$ cat config.mk
export PLATFORM = sky130hd
export DESIGN_NAME = adder_operand_sequencer
export DESIGN_NICKNAME = d
export VERILOG_FILES = /design/src/rtl/adder_operand_sequencer.sv
export SDC_FILE = /design/constraint.sdc
export NUM_CORES = 1
export LEC_CHECK = 0
export CAP_MARGIN = 10
export CORE_MARGIN = 3
export CORE_UTILIZATION = 23
export CTS_CLUSTER_DIAMETER = 80
export CTS_CLUSTER_SIZE = 14
export DETAILED_ROUTE_END_ITERATION = 6
export PLACE_DENSITY = 0.59
export SLEW_MARGIN = 40
export SYNTH_ARGS = -nofsm -noshare
export SYNTH_HDL_FRONTEND = slang
export SYNTH_SLANG_ARGS = --single-unit
$ cat constraint.sdc
create_clock -name clk -period 1.7 [get_ports clk]
set_clock_uncertainty 0.05 [all_clocks]
set_input_delay 0.34 -clock clk [delete_from_list [all_inputs] [get_ports clk]]
set_output_delay 0.34 -clock clk [all_outputs]
set_load 0.03 [all_outputs]
$ cat src/rtl/adder_operand_sequencer.sv
// Byte-stream operand loader and result capture stage for a ripple-carry adder.
// Optional reference self-check is enabled with `define ADDER_SELFCHECK_EN.
module adder_operand_sequencer #(
  parameter int SIZE          = 32,
  parameter int SETTLE_CYCLES = 2
) (
  input  logic            clk,
  input  logic            rst_n,
  input  logic [7:0]      in_data,
  input  logic            in_valid,
  output logic            in_ready,
  output logic [SIZE-1:0] add_a,
  output logic [SIZE-1:0] add_b,
  output logic            add_cin,
  input  logic [SIZE-1:0] add_sum,
  input  logic            add_cout,
  output logic [SIZE-1:0] res_sum,
  output logic            res_cout,
  output logic            res_valid,
  input  logic            res_ready,
  output logic            busy,
  output logic            chk_err,
  output logic [2:0]      dbg_state
);

  localparam int NBYTES = SIZE / 8;
  localparam int CW     = (NBYTES > 1) ? $clog2(NBYTES) : 1;
  localparam int SW     = $clog2(SETTLE_CYCLES + 1);
  localparam logic [CW-1:0] LAST_BYTE = CW'(NBYTES - 1);
  localparam logic [SW-1:0] SETTLE_LD = SW'(SETTLE_CYCLES - 1);

  typedef enum logic [2:0] {
    S_LOAD_A = 3'd0,
    S_LOAD_B = 3'd1,
    S_LOAD_C = 3'd2,
    S_SETTLE = 3'd3,
    S_RESULT = 3'd4
  } state_t;

  state_t          r_state;
  state_t          w_next;
  logic [CW-1:0]   r_cnt;
  logic [SW-1:0]   r_settle;
  logic [SIZE-1:0] r_a;
  logic [SIZE-1:0] r_b;
  logic            r_cin;
  logic [SIZE-1:0] r_res_sum;
  logic            r_res_cout;
  logic            r_res_valid;
  logic            w_in_ready;
  logic            w_accept;
  logic            w_last_byte;
  logic            w_settle_done;
  logic            w_capture;

  // Both ports are valid/ready: a transfer happens on the rising edge where
  // valid && ready; the producer holds data stable while valid && !ready.
  assign w_accept      = in_valid && w_in_ready;
  assign w_last_byte   = (r_cnt == LAST_BYTE);
  assign w_settle_done = (r_settle == '0);
  assign w_capture     = (r_state == S_SETTLE) && w_settle_done;

  always_ff @(posedge clk or negedge rst_n) begin
    if (!rst_n) r_state <= S_LOAD_A;
    else        r_state <= w_next;
  end

  always_comb begin
    w_next     = r_state;
    w_in_ready = 1'b0;
    case (r_state)
      S_LOAD_A: begin
        w_in_ready = 1'b1;
        if (w_accept && w_last_byte) w_next = S_LOAD_B;
      end
      S_LOAD_B: begin
        w_in_ready = 1'b1;
        if (w_accept && w_last_byte) w_next = S_LOAD_C;
      end
      S_LOAD_C: begin
        w_in_ready = 1'b1;
        if (w_accept) w_next = S_SETTLE;
      end
      S_SETTLE: if (w_settle_done) w_next = S_RESULT;
      S_RESULT: if (res_ready) w_next = S_LOAD_A;
      default:  w_next = S_LOAD_A;
    endcase
  end

  always_ff @(posedge clk or negedge rst_n) begin
    if (!rst_n) begin
      r_cnt       <= '0;
      r_settle    <= '0;
      r_a         <= '0;
      r_b         <= '0;
      r_cin       <= 1'b0;
      r_res_sum   <= '0;
      r_res_cout  <= 1'b0;
      r_res_valid <= 1'b0;
    end else begin
      case (r_state)
        S_LOAD_A: if (w_accept) begin
          r_a[{r_cnt, 3'b000} +: 8] <= in_data;
          r_cnt <= w_last_byte ? '0 : r_cnt + 1'b1;
        end
        S_LOAD_B: if (w_accept) begin
          r_b[{r_cnt, 3'b000} +: 8] <= in_data;
          r_cnt <= w_last_byte ? '0 : r_cnt + 1'b1;
        end
        S_LOAD_C: if (w_accept) begin
          r_cin    <= in_data[0];
          r_settle <= SETTLE_LD;
        end
        S_SETTLE: begin
          if (w_settle_done) begin
            r_res_sum   <= add_sum;
            r_res_cout  <= add_cout;
            r_res_valid <= 1'b1;
          end else begin
            r_settle <= r_settle - 1'b1;
          end
        end
        S_RESULT: if (res_ready) r_res_valid <= 1'b0;
        default: ;
      endcase
    end
  end

`ifdef ADDER_SELFCHECK_EN
  logic [SIZE:0] w_ref;
  logic          r_chk_err;

  assign w_ref = {1'b0, r_a} + {1'b0, r_b} + {{SIZE{1'b0}}, r_cin};

  always_ff @(posedge clk or negedge rst_n) begin
    if (!rst_n)                                           r_chk_err <= 1'b0;
    else if (w_capture && (w_ref != {add_cout, add_sum})) r_chk_err <= 1'b1;
  end

  assign chk_err = r_chk_err;
`else
  assign chk_err = 1'b0;
`endif

  assign in_ready  = w_in_ready;
  assign add_a     = r_a;
  assign add_b     = r_b;
  assign add_cin   = r_cin;
  assign res_sum   = r_res_sum;
  assign res_cout  = r_res_cout;
  assign res_valid = r_res_valid;
  assign busy      = !((r_state == S_LOAD_A) && (r_cnt == '0));
  assign dbg_state = r_state;

endmodule

Word level (Yosys, flattened, before mapping) --
Index checks and enable logic that the tools add are counted.
Cells by class: add/sub/neg operators 3, multiply operators 0, div/mod/pow operators 0, $lt $le $gt $ge 0, eq/ne operators 11, shifts and indexed selects 2, mux-type cells 16, bitwise operators 0, reductions and logical operators 19
Operators with widths (number):
- $bwmux W32 | 2
- $shift A8 B7 Y32 const A | 1
- $shiftx A8 B7 Y32 | 1
- $mux W3 | 5
- $pmux W3 S5 | 1
- $ne A2 B2 Y1 const B | 6
- $reduce_and A2 Y1 | 5
- $neg A5 Y7 | 1
- $eq A3 B2 Y1 const B | 2
- $mux W2 | 3
- $reduce_and A3 Y1 | 2
- $reduce_and A5 Y1 | 1
- $logic_not A2 Y1 | 2
- $pmux W2 S2 | 1
- $reduce_bool A2 Y1 | 2
- $eq A3 B1 Y1 const B | 1
- $eq A3 B3 Y1 const B | 1
- $logic_and A1 B1 Y1 | 3
- $logic_not A3 Y1 | 1
- $mux W1 | 3
- $reduce_or A3 Y1 | 1
- $add A2 B1 Y2 const B | 1
- $eq A2 B2 Y1 const B | 1
- $pmux W1 S2 | 1
- other kinds (3) | 3
Word-level totals: flip-flop bits (word level) 106, bits in latches 0, RAM bits 0, ROM bits 0, input bits 45, output and inout bits 105, word-level logic and storage cells 60, memories kept 0

Longest topological paths before layout --
word-level depth 7, gate-level depth with buffers 5, gate-level depth less buffers 5

Worst setup path before layout --
Ideal clock, no wire load.
path kind reg-to-reg, start register r_state[2] (netlist: dbg_state[2]), end register r_b[0] (netlist: add_b[0]), library setup time 0.125 ns, arrival 1.653 ns, required time 1.525 ns, slack -0.128 ns, cell stages (with the launch flop) 6, path buffers 2, path through dfrtp_1 > buf_2 > nor2_1 > and4_1 > buf_4 > mux2_2
Between the ends: cells in the longest elaborated chain, start to end 5, elaborated cells on any way between the ends 7, classes of those cells eq/ne: 2; mux: 1; reduce/logical: 4
Ends and longest elaborated chain:
- start, declared | line 40 | state_t r_state;
- start signal, assigned | line 65 | else r_state <= w_next;
- $eq A3 B2 Y1, or another cell as far along | line 71 | case (r_state)
- $reduce_or A3 Y1 (no source line)
- $mux W1 | line 71
- $logic_and A1 B1 Y1 | line 58 | assign w_accept = in_valid && w_in_ready;
- $reduce_and A2 Y1 (no source line) *
- end signal, assigned by index | line 107 | r_b[{r_cnt, 3'b000} +: 8] <= in_data;
- end, declared | line 45 | logic [SIZE-1:0] r_b;
Every way passes the cells marked *; elsewhere a longest branch is shown, timed or not. A chain may end at the register's enable or synchronous reset.

Final worst setup path --
start register r_cnt[1], end output port busy
Between the ends: cells in the longest elaborated chain, start to end 3
Ends and longest elaborated chain:
- start, declared | line 42 | logic [CW-1:0] r_cnt;
- start signal, assigned | line 104 | r_cnt <= w_last_byte ? '0 : r_cnt + 1'b1;
- start signal, assigned | line 108 | r_cnt <= w_last_byte ? '0 : r_cnt + 1'b1;
- $logic_not A2 Y1 | line 152 | assign busy = !((r_state == S_LOAD_A) && (r_cnt == '0));
- $logic_and A1 B1 Y1 | line 152
- $logic_not A1 Y1 | line 152
- end, declared | line 21 | output logic busy,
Every way passes these cells.

==> summary by stage <==
Logic synthesis
Summing the areas of all compound-gate instances in the mapped netlist gives 1.69% of the synthesized area. Yosys mapped the design onto 31 distinct sky130hd cell types. The synthesized netlist devotes 9.44% of its cell area to simple gates.

The area fraction of the dominant cell type after synthesis is 59.8%. The share of the synthesized netlist area taken by xor and xnor gates is 0%. A synthesized cell averages 14.5 sq um.

Synthesis inferred 106 register bits. The synthesized-area fraction occupied by adder cells is 1.69%. The instance count of the mapped netlist is 306. The post-synth design cell area is 4440 sq um.

Yosys printed 0 warnings. The largest total area in the synthesized netlist belongs to dfrtp_1. The portion of netlist area occupied by mux cells is 25.4%. The share of the Yosys chip area taken by registers is 59.8%.

The count of flip-flops with a built-in enable after synthesis is 0. The number of nets in the synthesized netlist is 357. By area, the combinational part of the netlist is dominated by multiplexers. In the synthesized netlist the async set-or-reset flop fraction comes to 100%. In the post-synthesis netlist, the biggest area contributors are dfrtp_1 (60%), mux2_2 (25%), and2_1 (4.5%). In the synthesized netlist the dominant register cell turns out to be dfrtp_1.

Clocking
The H-tree was split into 3 levels. The number of buffers created by CTS is 9. CTS placed an instance of clkbuf_16 at the clock tree root. The CTS sink count is 106. TritonCTS built the clock tree.

Clock-pin slew was measured on the worst setup and hold paths at 0.08 ns. In this run the deepest clock path goes through 2 buffers. The insertion delay to the later sink of the worst-skew pair is 0.36 ns.

Floorplanning
The placeable core region is 18,800 sq um. The die is 145 microns wide. For this configuration, the core starts out at a cell density of 23.6%. During I/O placement, the number of pins put on the boundary was 150.

The floorplan step defined a die boundary enclosing 21,000 sq um. The die height is 145 microns. The number of placement rows is 50.

Power and ir drop
The switching share of total power is 41.9%. Power spread over the standard cell area amounts to 1920 nW/um^2. The leakage dissipation is 3.47 nW. Registers are responsible for 30.8% of the overall power. The worst IR drop on VDD is 0.741 mV. The internal portion of total power is 7.85 mW. The portion of total power attributed to the clock network is 16.6%. In this run the power spent charging and discharging nets is 5.67 mW. The combinational share of power is 52.6%.

Placed design
The count of buffers inserted at the top-level ports is 148. The number of placed instances, taps included is 732. At the end of routability-driven placement, the weighted congestion stood at 0.726.

After detailed placement, the total cell area comes to 6500 sq um. The final HPWL from detailed placement is 9180 microns. At the placement stage, the worst setup path has a slack of -0.460 ns.

Flow run
Across the run, the number of max-cap violations was 0.

Drt
The detail route stage leaves a number of antenna-violating nets equal to 0. For this run, the detailed router's first-pass iteration total came to 4. The iteration-0 DRC count of the detailed router is 88. The DRC violation count after routing is 0. The detailed-route via count is 3,148. In the final routed layout, each cell accounts on average for 16.5 microns.

The routed design has 12,600 microns of wire. Using the TritonRoute via totals, the vias-per-cell ratio works out to 4.14.

STA
The number of slew-limit violations in the final report came to 0. For this run, the top clock speed supported by timing is 566 MHz. The worst setup slack after layout is -0.0668 ns. Setup violations remaining at the end of the flow were counted as 17. The final clock period utilization by the worst path is 104%. The minimum clock period after layout is 1.77 ns.

The number of hold-slack violations in the final timing report was 0. Setup repair after global routing could not meet its margin everywhere.

Worst setup path
The nature of the critical path startpoint is a flip-flop. The data required time at the worst endpoint is 1.31 ns. The critical path in this run is classified as reg2out. In this run the worst path has a maximum fanout of 4.

The worst endpoint data arrival time is 1.38 ns. STA classifies the critical path endpoint as a primary output.

Global routing
The largest net degree at the start of global routing is 35. The first global-routing pass estimated 20,200 microns of wire. The total grt overflow is 0. The all-layer global routing usage is 12.1%. The number of global-route vias before repair came to 3,580. The initial antenna violation count is 0.

Outcome
The flow ran to the end, but the final reports show violations. The checks that failed: negative setup slack.

Finish
The post-route cell area is 7030 sq um. The area growth from synthesis to layout is 58.3%. 0 antenna diodes ended up in the layout. The post-layout net count is 546.

Of the cells placed in the final design, the portion with a size suffix greater than 1 is 39.4%. The number of standard cells in the layout, taps in and fillers out is 760.

Worst hold path
The path class of the tightest hold or removal check is in2async.
cell usage after synthesis, drive strengths merged (2+ instances only):
library cell and n:
ha 6, nor3b 3, mux2 100, a21oi 3
o31ai 2, nand2 5, nor2 6, dfrtp 106
nand4 2, buf 10, and2 32, and2b 2
and4 3, inv 8, o21ai 2, nand3 5
cells by family (layout without fill, tap and decap cells):
logic type               Yosys count  after routing
flip-flops                       106            106
multiplexers                     100            100
AND/OR/NAND/NOR                   64             64
buffers and inverters             18            212
AO/OA/AOI/OAI                     11             11
adder cells (fa/ha/maj)            6              6
other                              1              1
final cells by class:
type | count | area [sq um]
inverter | 8 | 30.0
sequential | 106 | 2660
timing repair buffer | 188 | 1780
clock inverter | 7 | 92.6
fill | 1862 | 11800
clock buffer | 9 | 225
multi-input combinational | 182 | 1920
tap | 260 | 325
routing by layer:
layer	track usage [%]	share of wire, %	vias up
met3	5.53	9.6	13
met4	4.04	1.5	0
met5	0	0	-
met2	19.3	46	117
met1	14.5	43	1560
li1	-	-	1458
timing repair:
action                                 4_1_cts  5_1_grt
pin swaps                                    3        3
resized for setup                          133       26
setup endpoints to repair                  148       67
hold buffers                                 1        0
endpoints found under the hold margin       26        0
setup buffers                                4        9
path summary, 6_finish.rpt:
kind                                           to  slack [ns]  depth (start not counted)                   start
setup reg to reg            add_b[10]$_DFFE_PN0P_       -0.05                          6    r_cnt[1]$_DFFE_PN0P_
hold / removal              add_b[16]$_DFFE_PN0P_        0.42                          2                   rst_n
max in group asynchronous   add_a[14]$_DFFE_PN0P_        0.64                          3                   rst_n
hold reg to reg            res_sum[7]$_DFFE_PN0P_        0.45                          1  res_sum[7]$_DFFE_PN0P_
min in group clk           res_sum[7]$_DFFE_PN0P_        0.45                          1  res_sum[7]$_DFFE_PN0P_
setup / recovery                             busy       -0.07                          5    r_cnt[1]$_DFFE_PN0P_
sequential cells by signal (all words and copies together) (netlist names):
register / count
add_cin: 1
add_b: 32
r_cnt: 2
res_sum: 32
res_valid: 1
dbg_state: 3
add_a: 32
res_cout: 1
r_settle: 2
worst max-delay path, cell delays in order (launching register included):
cell and delay, ns:
dfrtp_1 0.40, inv_2 0.13, ha_4 0.17, buf_6 0.10
nand3_4 0.07, buf_12 0.15
power by group through the flow:
stage,clock [mW],combinational (mW),sequential (mW)
5_1_grt,2.44,7.58,4.31
4_1_cts,2.35,6.79,4.17
6_report,2.25,7.12,4.16
2_1_floorplan,0,1.91,6.10
3_3_place_gp,0,6.95,4.17
3_5_place_dp,0,7.08,4.22
layout by cell type, fill, tap and decap left out, types with 2 or more instances in the layout:
| cell type | Yosys | routed |
|---|---|---|
| buf_6 | 0 | 6 |
| dlygate4sd2_1 | 0 | 100 |
| nor3b_4 | 0 | 2 |
| clkbuf_16 | 0 | 9 |
| dfrtp_1 | 106 | 103 |
| a21oi_1 | 3 | 2 |
| o31ai_1 | 2 | 2 |
| and2_1 | 32 | 18 |
| nand2_1 | 5 | 5 |
| and2_4 | 0 | 14 |
| and2b_1 | 2 | 2 |
| ha_4 | 0 | 5 |
| inv_2 | 0 | 2 |
| o21ai_0 | 2 | 2 |
| inv_1 | 8 | 6 |
| buf_12 | 0 | 9 |
| mux2_2 | 99 | 84 |
| mux2_4 | 0 | 15 |
| clkdlybuf4s50_1 | 0 | 43 |
| and4_1 | 3 | 2 |
| inv_6 | 0 | 3 |
| dfrtp_2 | 0 | 3 |
| nand3_2 | 3 | 3 |
| nor2_1 | 5 | 4 |
| buf_4 | 3 | 29 |
stage by stage:
stage / TNS, ns / hold slack, ns / total power, mW / utilization, %
2_1_floorplan: -0.372 / -0.00559 / 8.01 / -
3_3_place_gp: -14.58 / 0.267 / 11.1 / 34.5
3_5_place_dp: -19.14 / 0.274 / 11.3 / 34.5
4_1_cts: -0.765 / 0.437 / 13.3 / 36.5
5_1_grt: -2.32 / 0.463 / 14.3 / 37.3
6_report: -0.609 / 0.421 / 13.5 / 37.3
Note: power is estimated with default switching activity, not from simulation.
